### src/rtl/pipe_hazard_ctrl_pkg.sv
`timescale 1ns/1ps
`default_nettype none
// ============================================================================
// Module      : pipe_hazard_ctrl_pkg
// Description : Shared types for the pipeline hazard controller: forwarding
//               select encoding, controller state encoding, default latency
//               field width.
// Revision    : 1.0 - initial release
// ============================================================================
package pipe_hazard_ctrl_pkg;

   // Default width of the multi-cycle latency field (max latency 63)
   localparam int MC_LAT_W_DEFAULT = 6;

   // Operand forwarding source for the execute stage
   typedef enum logic [1:0] {
      FWD_NONE = 2'b00,
      FWD_WB   = 2'b01,
      FWD_MEM  = 2'b10
   } forward_t;

   // Multi-cycle unit occupancy state
   typedef enum logic {
      HZ_IDLE    = 1'b0,
      HZ_MC_BUSY = 1'b1
   } hz_state_t;

endpackage : pipe_hazard_ctrl_pkg
`default_nettype wire

### src/rtl/pipe_hazard_ctrl_fwd_select.sv
`timescale 1ns/1ps
`default_nettype none
// ============================================================================
// Module      : fwd_select
// Description : Per-operand forwarding select. The MEM-stage result is the
//               youngest, so it wins over WB. Register 0 is hard-wired zero
//               and is never forwarded.
// Revision    : 1.0 - initial release
// ============================================================================
module fwd_select
   import pipe_hazard_ctrl_pkg::*;
#(
   parameter int REG_AW = 5,
   parameter int FWD_EN = 1
)(
   input  logic [REG_AW-1:0] i_rs,
   input  logic [REG_AW-1:0] i_rd_m,
   input  logic              i_reg_write_m,
   input  logic [REG_AW-1:0] i_rd_w,
   input  logic              i_reg_write_w,
   output logic [1:0]        o_fwd
);

   forward_t w_sel;

   generate
      if (FWD_EN != 0) begin : g_fwd_on
         // Pick the youngest in-flight producer of this source register
         always_comb begin
            w_sel = FWD_NONE;
            if ((i_rs != '0) && (i_rs == i_rd_m) && i_reg_write_m) begin
               w_sel = FWD_MEM;
            end else if ((i_rs != '0) && (i_rs == i_rd_w) && i_reg_write_w) begin
               w_sel = FWD_WB;
            end
         end
      end else begin : g_fwd_off
         // Forwarding disabled: operands always come from the register file
         always_comb begin
            w_sel = FWD_NONE;
         end
      end
   endgenerate

   assign o_fwd = w_sel;

endmodule : fwd_select
`default_nettype wire

### src/rtl/pipe_hazard_ctrl.sv
`timescale 1ns/1ps
`default_nettype none
// ============================================================================
// Module      : pipe_hazard_ctrl
// Description : Five-stage pipeline hazard controller. Generates operand
//               forwarding selects, load-use stalls, branch flushes, memory
//               wait stalls and multi-cycle (mul/div) execute-stage stalls.
//               The multi-cycle counter runs independently of memory waits.
// Revision    : 1.0 - initial release
// ============================================================================
module pipe_hazard_ctrl
   import pipe_hazard_ctrl_pkg::*;
#(
   parameter int REG_AW   = 5,
   parameter int MC_LAT_W = MC_LAT_W_DEFAULT,
   parameter int FWD_EN   = 1
)(
   input  logic                clk,
   input  logic                rst,
   input  logic [REG_AW-1:0]   rs1_d,
   input  logic [REG_AW-1:0]   rs2_d,
   input  logic [REG_AW-1:0]   rs1_e,
   input  logic [REG_AW-1:0]   rs2_e,
   input  logic [REG_AW-1:0]   rd_e,
   input  logic [REG_AW-1:0]   rd_m,
   input  logic [REG_AW-1:0]   rd_w,
   input  logic                reg_write_m,
   input  logic                reg_write_w,
   input  logic                load_e,
   input  logic                pc_src_e,
   input  logic                mc_start_e,
   input  logic [MC_LAT_W-1:0] mc_lat,
   input  logic                mem_req_m,
   input  logic                mem_ready_m,
   output logic [1:0]          forward_a_e,
   output logic [1:0]          forward_b_e,
   output logic                stall_f,
   output logic                stall_d,
   output logic                stall_e,
   output logic                stall_m,
   output logic                flush_d,
   output logic                flush_e,
   output logic                flush_m,
   output logic                flush_w,
   output logic                mc_busy
);

   localparam logic [MC_LAT_W-1:0] c_LAT_ONE = MC_LAT_W'(1);
   localparam logic [MC_LAT_W-1:0] c_LAT_TWO = MC_LAT_W'(2);

   hz_state_t           r_state;
   logic [MC_LAT_W-1:0] r_cnt;
   logic                r_mc_busy;

   logic [1:0] w_fwd_a;
   logic [1:0] w_fwd_b;
   logic       w_lu;
   logic       w_mw;
   logic       w_mc_go;
   logic       w_mc_stall;
   logic       w_e_hold;
   logic       w_br_eff;
   logic       w_lu_eff;

   fwd_select #(
      .REG_AW (REG_AW),
      .FWD_EN (FWD_EN)
   ) u_fwd_a (
      .i_rs          (rs1_e),
      .i_rd_m        (rd_m),
      .i_reg_write_m (reg_write_m),
      .i_rd_w        (rd_w),
      .i_reg_write_w (reg_write_w),
      .o_fwd         (w_fwd_a)
   );

   fwd_select #(
      .REG_AW (REG_AW),
      .FWD_EN (FWD_EN)
   ) u_fwd_b (
      .i_rs          (rs2_e),
      .i_rd_m        (rd_m),
      .i_reg_write_m (reg_write_m),
      .i_rd_w        (rd_w),
      .i_reg_write_w (reg_write_w),
      .o_fwd         (w_fwd_b)
   );

   // Load in E whose destination feeds an instruction in D
   assign w_lu = load_e && (rd_e != '0) && ((rd_e == rs1_d) || (rd_e == rs2_d));

   // Memory access in M that has not completed this cycle
   assign w_mw = mem_req_m && !mem_ready_m;

   // A multi-cycle op starts only from IDLE; a start seen while busy is the
   // same op still held in E
   assign w_mc_go    = (r_state == HZ_IDLE) && mc_start_e && (mc_lat >= c_LAT_TWO);
   assign w_mc_stall = w_mc_go || (r_state == HZ_MC_BUSY);

   // E cannot advance: its instruction stays put, so branch and load-use
   // decisions wait until it actually moves on
   assign w_e_hold = w_mw || w_mc_stall;
   assign w_br_eff = pc_src_e && !w_e_hold;
   assign w_lu_eff = w_lu && !pc_src_e && !w_e_hold;

   // Multi-cycle occupancy: counter holds the busy cycles left after this one
   always_ff @(posedge clk or negedge rst) begin
      if (!rst) begin
         r_state   <= HZ_IDLE;
         r_cnt     <= '0;
         r_mc_busy <= 1'b0;
      end else begin
         case (r_state)
            HZ_IDLE: begin
               if (w_mc_go) begin
                  r_state   <= HZ_MC_BUSY;
                  r_cnt     <= mc_lat - c_LAT_TWO;
                  r_mc_busy <= 1'b1;
               end
            end
            HZ_MC_BUSY: begin
               if (r_cnt == '0) begin
                  r_state   <= HZ_IDLE;
                  r_mc_busy <= 1'b0;
               end else begin
                  r_cnt <= r_cnt - c_LAT_ONE;
               end
            end
            default: begin
               r_state   <= HZ_IDLE;
               r_cnt     <= '0;
               r_mc_busy <= 1'b0;
            end
         endcase
      end
   end

   // While reset is held every control output is forced quiet
   assign forward_a_e = rst ? w_fwd_a : FWD_NONE;
   assign forward_b_e = rst ? w_fwd_b : FWD_NONE;
   assign stall_f     = rst && (w_e_hold || w_lu_eff);
   assign stall_d     = rst && (w_e_hold || w_lu_eff);
   assign stall_e     = rst && w_e_hold;
   assign stall_m     = rst && w_mw;
   assign flush_d     = rst && w_br_eff;
   assign flush_e     = rst && (w_br_eff || w_lu_eff);
   assign flush_m     = rst && w_mc_stall && !w_mw;
   assign flush_w     = rst && w_mw;
   assign mc_busy     = r_mc_busy;

endmodule : pipe_hazard_ctrl
`default_nettype wire
### config.mk
export PLATFORM = sky130hd
export DESIGN_NAME = pipe_hazard_ctrl
export DESIGN_NICKNAME = d
export VERILOG_FILES = /design/src/rtl/pipe_hazard_ctrl_pkg.sv /design/src/rtl/pipe_hazard_ctrl_fwd_select.sv /design/src/rtl/pipe_hazard_ctrl.sv
export SDC_FILE = /design/constraint.sdc
export NUM_CORES = 1
export LEC_CHECK = 0
export BUFFER_PORTS_ARGS = -buffer_cell sky130_fd_sc_hd__buf_2
export CORE_MARGIN = 8
export CORE_UTILIZATION = 46
export DETAILED_ROUTE_END_ITERATION = 8
export GPL_TIMING_DRIVEN = 0
export HOLD_SLACK_MARGIN = 0.03
export PLACE_DENSITY_LB_ADDON = 0.25
export SLEW_MARGIN = 40
export SYNTH_ARGS = -nofsm -noshare
export SYNTH_HDL_FRONTEND = slang
export SYNTH_SLANG_ARGS = --single-unit
### constraint.sdc
create_clock -name clk -period 2.85 [get_ports clk]
set_clock_uncertainty 0.05 [all_clocks]
set_input_delay 0 -clock clk [delete_from_list [all_inputs] [get_ports clk]]
set_output_delay 0 -clock clk [all_outputs]
set_load 0.05 [all_outputs]
Yosys cells after proc, flatten, opt, wreduce, memory -nomap -nowiden
Index checks and enable logic that the tools add are counted.

word-level totals
  bits in registers = 8
  output and inout bits = 13

operators by class
  magnitude comparators = 1
  add/subtract/negate cells = 2
  equality and inequality tests = 9
  reduce and logical (&&, ||, !) cells = 38
  bitwise operators = 1
  muxes and demuxes = 15

operator list
  kind                                                               count
  == test 5 bit                                                      6
  logical AND 1 bit                                                  23
  nonzero test 5 bit                                                 3
  two-way mux 6 bit                                                  2
  case mux 6 bit (2 select lines)                                    1
  two-way mux 2 bit                                                  4
  greater-or-equal comparator 6 x 2 -> 1 bit, second input constant  1
  logical NOT 6 bit                                                  1
  two-way mux 1 bit                                                  6
  subtractor 6 x 1 -> 6 bit, second input constant                   1
  subtractor 6 x 2 -> 6 bit, second input constant                   1
  logical OR 1 bit                                                   5
  logical NOT 1 bit                                                  4
  inequality test 2 bit, second input constant                       2
  case mux 1 bit (2 select lines)                                    2
  AND reduction 2 bit                                                2
  inequality test 2 x 1 -> 1 bit, second input constant              1
  NOT 1 bit                                                          1

Logic depth before layout (Yosys ltp)
Gate-level depths: netlist of run 1.

  depth after elaboration = 9
  mapped depth = 6
  gate-level depth less buffers = 6

Hierarchy
Synthesis of run 1 repeated with hierarchy kept, for this count alone.

unflattened totals
  cells, all modules = 129
  area total of the unflattened synthesis = 1,081.0 um^2

by module, submodules not included
  module            instances  cells an instance  area an instance (um^2)
  pipe_hazard_ctrl  1          93                 803.3
  fwd_select        2          18                 138.9

Least setup slack after synthesis of run 1
Ideal clock, no wire load.

  path type = in2out
  start point = in rs1_e[1]
  end point = out forward_a_e[0]
  setup slack = 0.563 ns
  required time = 2.800 ns
  stages = 4
  buffers on the path = 0
  arrival time = 2.237 ns
  cell sequence = or4_1 nor2_1 nor4_1 nor4_1

between the ends
  longest elaborated chain between the ends = 6
  elaborated cells between the ends (all ways) = 10
  those cells by class = eq/ne: 2; mux: 3; reduce/logical: 5

RTL lines
  item                                                        line                                                                  RTL
  start: declaration                                          pipe_hazard_ctrl.sv:22                                                input logic [REG_AW-1:0] rs1_e,
  == test 5 bit / nonzero test 5 bit (equally long branches)  pipe_hazard_ctrl_fwd_select.sv:33, pipe_hazard_ctrl_fwd_select.sv:31
  logical AND 1 bit (2 in a row)                              pipe_hazard_ctrl_fwd_select.sv:33                                     end else if ((i_rs != '0) && (i_rs == i_rd_w) && i_reg_write_w) begin
  two-way mux 1 bit                                           pipe_hazard_ctrl_fwd_select.sv:33
  two-way mux 2 bit (*)                                       pipe_hazard_ctrl_fwd_select.sv:31                                     if ((i_rs != '0) && (i_rs == i_rd_m) && i_reg_write_m) begin
  two-way mux 2 bit (*)                                       pipe_hazard_ctrl.sv:139                                               assign forward_a_e = rst ? w_fwd_a : FWD_NONE;
  end: declaration                                            pipe_hazard_ctrl.sv:35                                                output logic [1:0] forward_a_e,

Every way passes the cells marked *; elsewhere a longest branch is shown, timed or not.

Final worst setup path of run 1
  start point = in rst
  end point = out flush_e

between the ends
  longest elaborated chain between the ends = 1

RTL lines
  item                line                     RTL
  start: declaration  pipe_hazard_ctrl.sv:19   input logic rst,
  logical AND 1 bit   pipe_hazard_ctrl.sv:146  assign flush_e = rst && (w_br_eff || w_lu_eff);
  end: declaration    pipe_hazard_ctrl.sv:42   output logic flush_e,

No other way between the ends.

==> metrics, run 1 <==
status=completed; Tot GR Track Use=between 10% and 20%; Reg-to-Reg Start=r_cnt[0]; Root Driver=clkbuf_4; count of state elements after synthesis=8; sequential-to-total area share from yosys stat=19.5%; Worst Hold Class=primary input to async pin; post-CTS sizing=0; largest net degree at the start of global routing=11; Fin Hold WS=between 0.08 and 0.09 ns; TNS Setup=0 ns; Worst Setup Start Kind=primary input; Hold Fails Final Rpt=0; drt wl/cell=13.7 um; H-tree level count=1; die width=around 63 um; fin area=1420 um2; Initial Utilization=47.4%; R2R Setup Slk=approximately 1.1 ns; Max VDD drop=roughly 0.00055 V; hold-fix buffers at CTS=2; DP HPWL=2.73 mm; Pwr Density=approximately 540 nW/um2; first-pass GRT wire length=5.10 mm; ANT nets after route=0; initial antenna violation count=0; DR vias=~1,200; TritonRoute pass-1 iters=6; via/cell ratio=between 5 and 6; overall power=between 700 and 800 uW; Yosys warnings=0; Leakage=roughly 0.70 nW; Setup Crit Path Kind=primary input to output pin; commonest cells in the netlist=xor2_1 (17), xnor2_1 (16), nor2_1 (9), o21ai_0 (9), dfrtp_1 (8); DRC violation count after routing=0; Achievable Freq=517 MHz; synth unique cells=36; Tmin final=slightly below 2 ns; R2R cell count=6; Worst-Skew Late Latency=about 0.25 ns; clock buffer depth=2; Die H=approximately 63 um; dominant cells by area after synthesis=dfrtp_1 (19%), xor2_1 (14%), xnor2_1 (14%); clock sink count=8; crit path max fanout=10; CTS clk-pin slew, worst paths=approximately 0.05 ns; synthesized area=about 1000 um2; std cell rows=17; Yosys top cell by area=dfrtp_1; Die Area=approximately 4000 um2; Slew Limit Headroom=between 70% and 80%; Boundary Pins=between 60 and 70; top_reg_cell synth=dfrtp_1; setup bufs post-CTS=0; routed wire length=~3.1 mm; initial DRC count=22; total grt overflow=0; CTS tree=done; RSZ-0062 raised after global routing=no; Avg Cell Area, Syn=8.04 um2; GPL Wtd Cong=around 0.86; top-count cell post-synth=xor2_1; final setup violating endpoints=0; pin slew with the least headroom to its limit=0.416 ns; final net count=around 250; period utilisation layout=67.9%; Critical Path RT=~2.8 ns; maxcap violations=0; share of cells above drive strength 1=approximately 36%; PortBufs=62; Max Slew Vio Count=0; endpoint class of the critical path=output pin; Mapped Cells=about 130; top-area cell type share of the netlist area=19.5%; Core Area=around 2200 um2; Area growth, synth to finish=37.7%; arrival time worst endpoint=roughly 1.9 ns; Worst R2R End=r_cnt[0]; Post-synth EDFFs=0; syn nets=between 150 and 200; number of fill cells=approximately 190; FFs w/ async S/R, synth=100%; ANT cells=0; vias in the first global route=around 1,300; Post-DP Area=approximately 1400 um2; number of CTS-inserted buffers=3
==> worst max path at each step <==
stage | startpoint | to | slack (ns) | cells past startpoint
2_1_floorplan | rs1_e[1] | forward_a_e[0] | 0.56 | 4
3_3_place_gp | mc_lat[1] | flush_e | 0.98 | 6
3_5_place_dp | mc_lat[1] | flush_e | 0.99 | 6
4_1_cts | rst | stall_f | 0.91 | 8
5_1_grt | rst | stall_f | 0.74 | 8
6_report | rst | flush_e | 0.92 | 7
==> routing by layer <==
layer	global-route usage, %	vias up	share of wire [%]
met5	0	-	0
met4	6.13	0	1.4
met3	4.59	4	7.9
met2	26.8	53	50
met1	15.8	518	41
li1	-	588	-
==> state kept, by name (all words and copies together), names as in the netlist <==
register	flops
mc_busy	1
r_state	1
r_cnt	6
==> critical path, stage by stage <==
cell and delay, ns:
dlygate4sd3_1 0.52, buf_2 0.21, buf_2 0.22, nand2_1 0.07, or4b_1 0.46, o21ai_1 0.11, buf_2 0.27
==> layout make-up <==
class / instances / area [um2] / share of cell area [%]
Multi-Input combinational cell: 109 / 778 / 54.9
Timing Repair Buffer: 64 / 330 / 23.3
Sequential cell: 8 / 200 / 14.1
Tap cell: 28 / 35.0 / 2.47
Inverter: 7 / 26.3 / 1.86
Buffer: 4 / 23.8 / 1.68
Clock buffer: 3 / 22.5 / 1.59
==> kinds of logic (layout without fill, tap and decap cells) <==
family | Yosys count | count (layout) | share of synthesized area, %
XOR/XNOR | 33 | 33 | 28.1
flip-flops | 8 | 8 | 19.5
AO/OA/AOI/OAI | 20 | 20 | 13.0
multiplexers | 5 | 5 | 4.87
AND/OR/NAND/NOR | 49 | 49 | 27.3
buffers and inverters | 11 | 78 | 4.87
adder cells (fa/ha/maj) | 2 | 2 | 2.43
==> power breakdown <==
part	internal, mW	total (mW)	switching [mW]	leakage (nW)
Combinational	0.193	0.452	0.258	0.598
Sequential	0.172	0.223	0.0514	0.0925
Clock	0.0480	0.0840	0.0360	0.0138
Total	0.413	0.759	0.346	0.704
==> cells in the final DEF (no fill, tap or decap), types with 2 or more instances in the layout <==
| cell type | Yosys | routed |
|---|---|---|
| buf_2 | 1 | 63 |
| xor2_1 | 17 | 17 |
| xnor2_1 | 16 | 16 |
| nor2_1 | 9 | 9 |
| o21ai_0 | 9 | 9 |
| dfrtp_1 | 8 | 8 |
| inv_1 | 7 | 7 |
| nand2_1 | 6 | 6 |
| nand4_1 | 5 | 5 |
| mux2i_1 | 5 | 5 |
| nor4_1 | 4 | 4 |
| and2_1 | 4 | 4 |
| nor3_1 | 4 | 4 |
| or4_1 | 3 | 3 |
| nand2b_1 | 3 | 3 |
| clkbuf_4 | 0 | 3 |
| nand3_1 | 2 | 2 |
| nor2b_1 | 2 | 2 |
| a21oi_1 | 2 | 2 |
| a221o_1 | 2 | 2 |
| ha_1 | 2 | 2 |
| buf_4 | 2 | 2 |
| dlygate4sd3_1 | 0 | 2 |
==> per-stage QoR <==
stage / cells / utilization [%] / setup WS, ns
after floorplan: 128 / - / 0.563
after global placement: 218 / 63.3 / 0.980
after detailed placement: 218 / 63.3 / 0.987
after CTS: 223 / 65.3 / 0.907
after global routing: 223 / 65.3 / 0.742
final: 223 / 65.3 / 0.916
Power figures use the tool's default switching activity.
==> inputs of run 2 (changes only) <==
Settings changed: CORE_UTILIZATION 46 to 39.
Clock period 2.85 ns to 1.6 ns, I/O delays scaled along.
==> run 2 against run 1 <==
  * The flow now finishes with violations (negative setup slack)
  * Highest routed layer unchanged
  * Flip-flop and latch count did not move
  * Largest cell class unchanged
  * Non-clock buffer count is 7 higher
  * Clock-buffer cell count unchanged
==> metrics, run 2 (synthesis results as in run 1) <==
first-pass GRT wire length=5.09 mm (-0.27%); final setup violating endpoints=2 (+2); die width=67.4 um (+6.4%); Core Area=2500 um2 (+15%); max reg flops=6 (unchanged); vias in the first global route=1,202 (-4.7%); Max VDD drop=0.00111 V (+100%); clock buffer depth=2 (unchanged); Crit-path slowest cell=or4_4; Slew Limit Headroom=59.6% (-12 points); failing checks=negative setup slack; CTS tree=done; share of cells above drive strength 1=46.0% (+10 points); number of CTS-inserted buffers=3 (unchanged); most common cell after layout, fill and taps aside=buf_2; Sw Pwr=716 uW (+110%); critical path's most frequent cell=buf_6; total grt overflow=0 (unchanged); largest net degree at the start of global routing=11 (unchanged); Leakage=0.753 nW (+6.9%); Boundary Pins=63 (unchanged); final net count=256 (+2.8%); Logic pwr share=62.2% (+2.7 points); initial antenna violation count=0 (unchanged); TNS Setup=-0.149 ns (-0.149 ns); sequential power share=27.3% (-2.1 points); Initial Utilization=41.1% (-6.3 points); Clock Power Share=10.6% (-0.5 points); Critical Path RT=1.55 ns (-1.25 ns); CP cell instances=buf_6 > or4_4 > o21a_4 > or4b_4 > o21ai_4 > buf_6; Die H=67.4 um (+6.4%); overall power=1.54 mW (+100%); routed wire length=3.48 mm (+14%); Slowest Stage Delay on Critical Path=0.55 ns (+0.03 ns); clock sink count=8 (unchanged); PortBufs=62 (unchanged); Fin Hold WS=0.0706 ns (-0.0112 ns); Setup Crit Path Kind=primary input to output pin; TritonRoute pass-1 iters=4 (-2); pin slew with the least headroom to its limit=0.600 ns (+0.184 ns); Achievable Freq=582 MHz; Worst-Skew Late Latency=0.27 ns (+0.02 ns); Area growth, synth to finish=54.9%; Switching Share=46.4% (+0.81 points); Tmin final=between 1.5 and 2 ns; Hold Fails Final Rpt=0 (unchanged); crit path max fanout=3 (-7); Pint=828 uW (+100%); Pwr Density=970 nW/um2 (+81%); cell family with most CP delay=simple AND/OR/NAND/NOR gates; endpoint class of the critical path=output pin; initial DRC count=29 (+32%); WP buf/inv=2 (-2); commonest cells after routing, fill and taps aside=buf_2 (58), xor2_1 (17), xnor2_1 (16); Worst Setup Start Kind=primary input; drt wl/cell=15.0 um (+9.1%); period utilisation layout=107%; status=finished, violations left; Biggest register=r_cnt; via/cell ratio=5.28 (+1.2%); arrival time worst endpoint=1.67 ns (-0.21 ns); Worst Hold Class=primary input to flop; CTS clk-pin slew, worst paths=0.05 ns (about the same); setup ws final=-0.119 ns (-1.04 ns); final cell count without fillers=232 (+4.0%); Tot GR Track Use=14.3% (-0.60 points); H-tree level count=1 (unchanged); maxcap violations=0 (unchanged); ANT nets after route=0 (unchanged); DR vias=1,225 (+5.3%); ANT cells=0 (unchanged); Root Driver=clkbuf_4; Die Area=4540 um2 (+13%); DP Cell Count=220 (+0.92%); DRC violation count after routing=0 (unchanged); GPL Wtd Cong=0.852 (-0.88%); std cell rows=18 (+1); DP HPWL=2.84 mm (+3.9%); Max Slew Vio Count=0 (unchanged); RSZ-0062 raised after global routing=yes
## run 2: cell types whose count changed in the layout (fill, tap and decap cells not counted), moves of 2 or more
| cell | previous run | this run |
|---|---|---|
| buf_2 | 63 | 58 |
| nor4_1 | 4 | 2 |
| o21ai_0 | 9 | 6 |
| inv_2 | 0 | 2 |
| nor4_4 | 0 | 2 |
| nor2_2 | 0 | 2 |
| nor2_1 | 9 | 6 |
| inv_1 | 7 | 5 |
| o21ai_2 | 0 | 2 |
| buf_6 | 0 | 4 |
| buf_4 | 2 | 10 |
## run 2: cell type report
type	count	area, um2
Fill cell	234	907
Multi-Input combinational cell	109	870
Timing Repair Buffer	71	410
Sequential cell	8	201
Tap cell	30	37.5
Inverter	7	26.3
Buffer	4	25.0
Clock buffer	3	22.5
## run 2: worst paths after layout
kind | start | end | slack [ns] | cells after the start
max in group asynchronous | rst | r_state | 1.03 | 2
worst max register to register | r_cnt[0] | r_cnt[0] | 0.05 | 6
worst min register to register | mc_busy | mc_busy | 0.45 | 1
min in group asynchronous | rst | r_cnt[5] | 0.16 | 2
worst min-delay path | mc_lat[4] | r_cnt[4] | 0.07 | 4
worst max-delay path | mc_lat[1] | flush_e | -0.12 | 6
## run 2: worst register-to-register path, cell delays in order, from the launching register on
cell and delay (ns):
dfrtp_1 0.40, inv_2 0.09, ha_4 0.14, nor2b_4 0.15, nand4b_1 0.17, and3_1 0.19, a221o_1 0.25
## run 2: layer usage
metal / GRT usage, % / part of all wire, % / vias to the layer above
met2: 25.0 / 50 / 61
li1: - / - / 604
met5: 0 / 0 / -
met3: 3.15 / 8.4 / 8
met1: 16.1 / 39 / 552
met4: 7.05 / 2.3 / 0
## run 2: what timing repair did
action / in CTS / in global routing
hold buffers: 2 / 0
resized for setup: 13 / 11
setup buffers: 7 / 1
setup endpoints to repair: 10 / 9
pin swaps: 7 / 2
endpoints found under the hold margin: 9 / 0
## run 2: power by group through the flow
stage	logic, mW	clock network [mW]	registers [mW]
after CTS	0.870	0.162	0.406
final	0.960	0.163	0.421
after global routing	1.05	0.177	0.434
after global placement	0.763	0	0.395
after floorplan	0.540	0	0.422
after detailed placement	0.798	0	0.400
## run 2: stage by stage
step                      setup slack [ns]  instance area (um2)  utilization [%]
after global placement              -0.331                 1430             57.1
final                               -0.119                 1590             63.7
after floorplan                     -0.119                 1080                -
after CTS                           -0.147                 1560             62.5
after global routing                -0.144                 1590             63.7
after detailed placement            -0.352                 1430             57.1
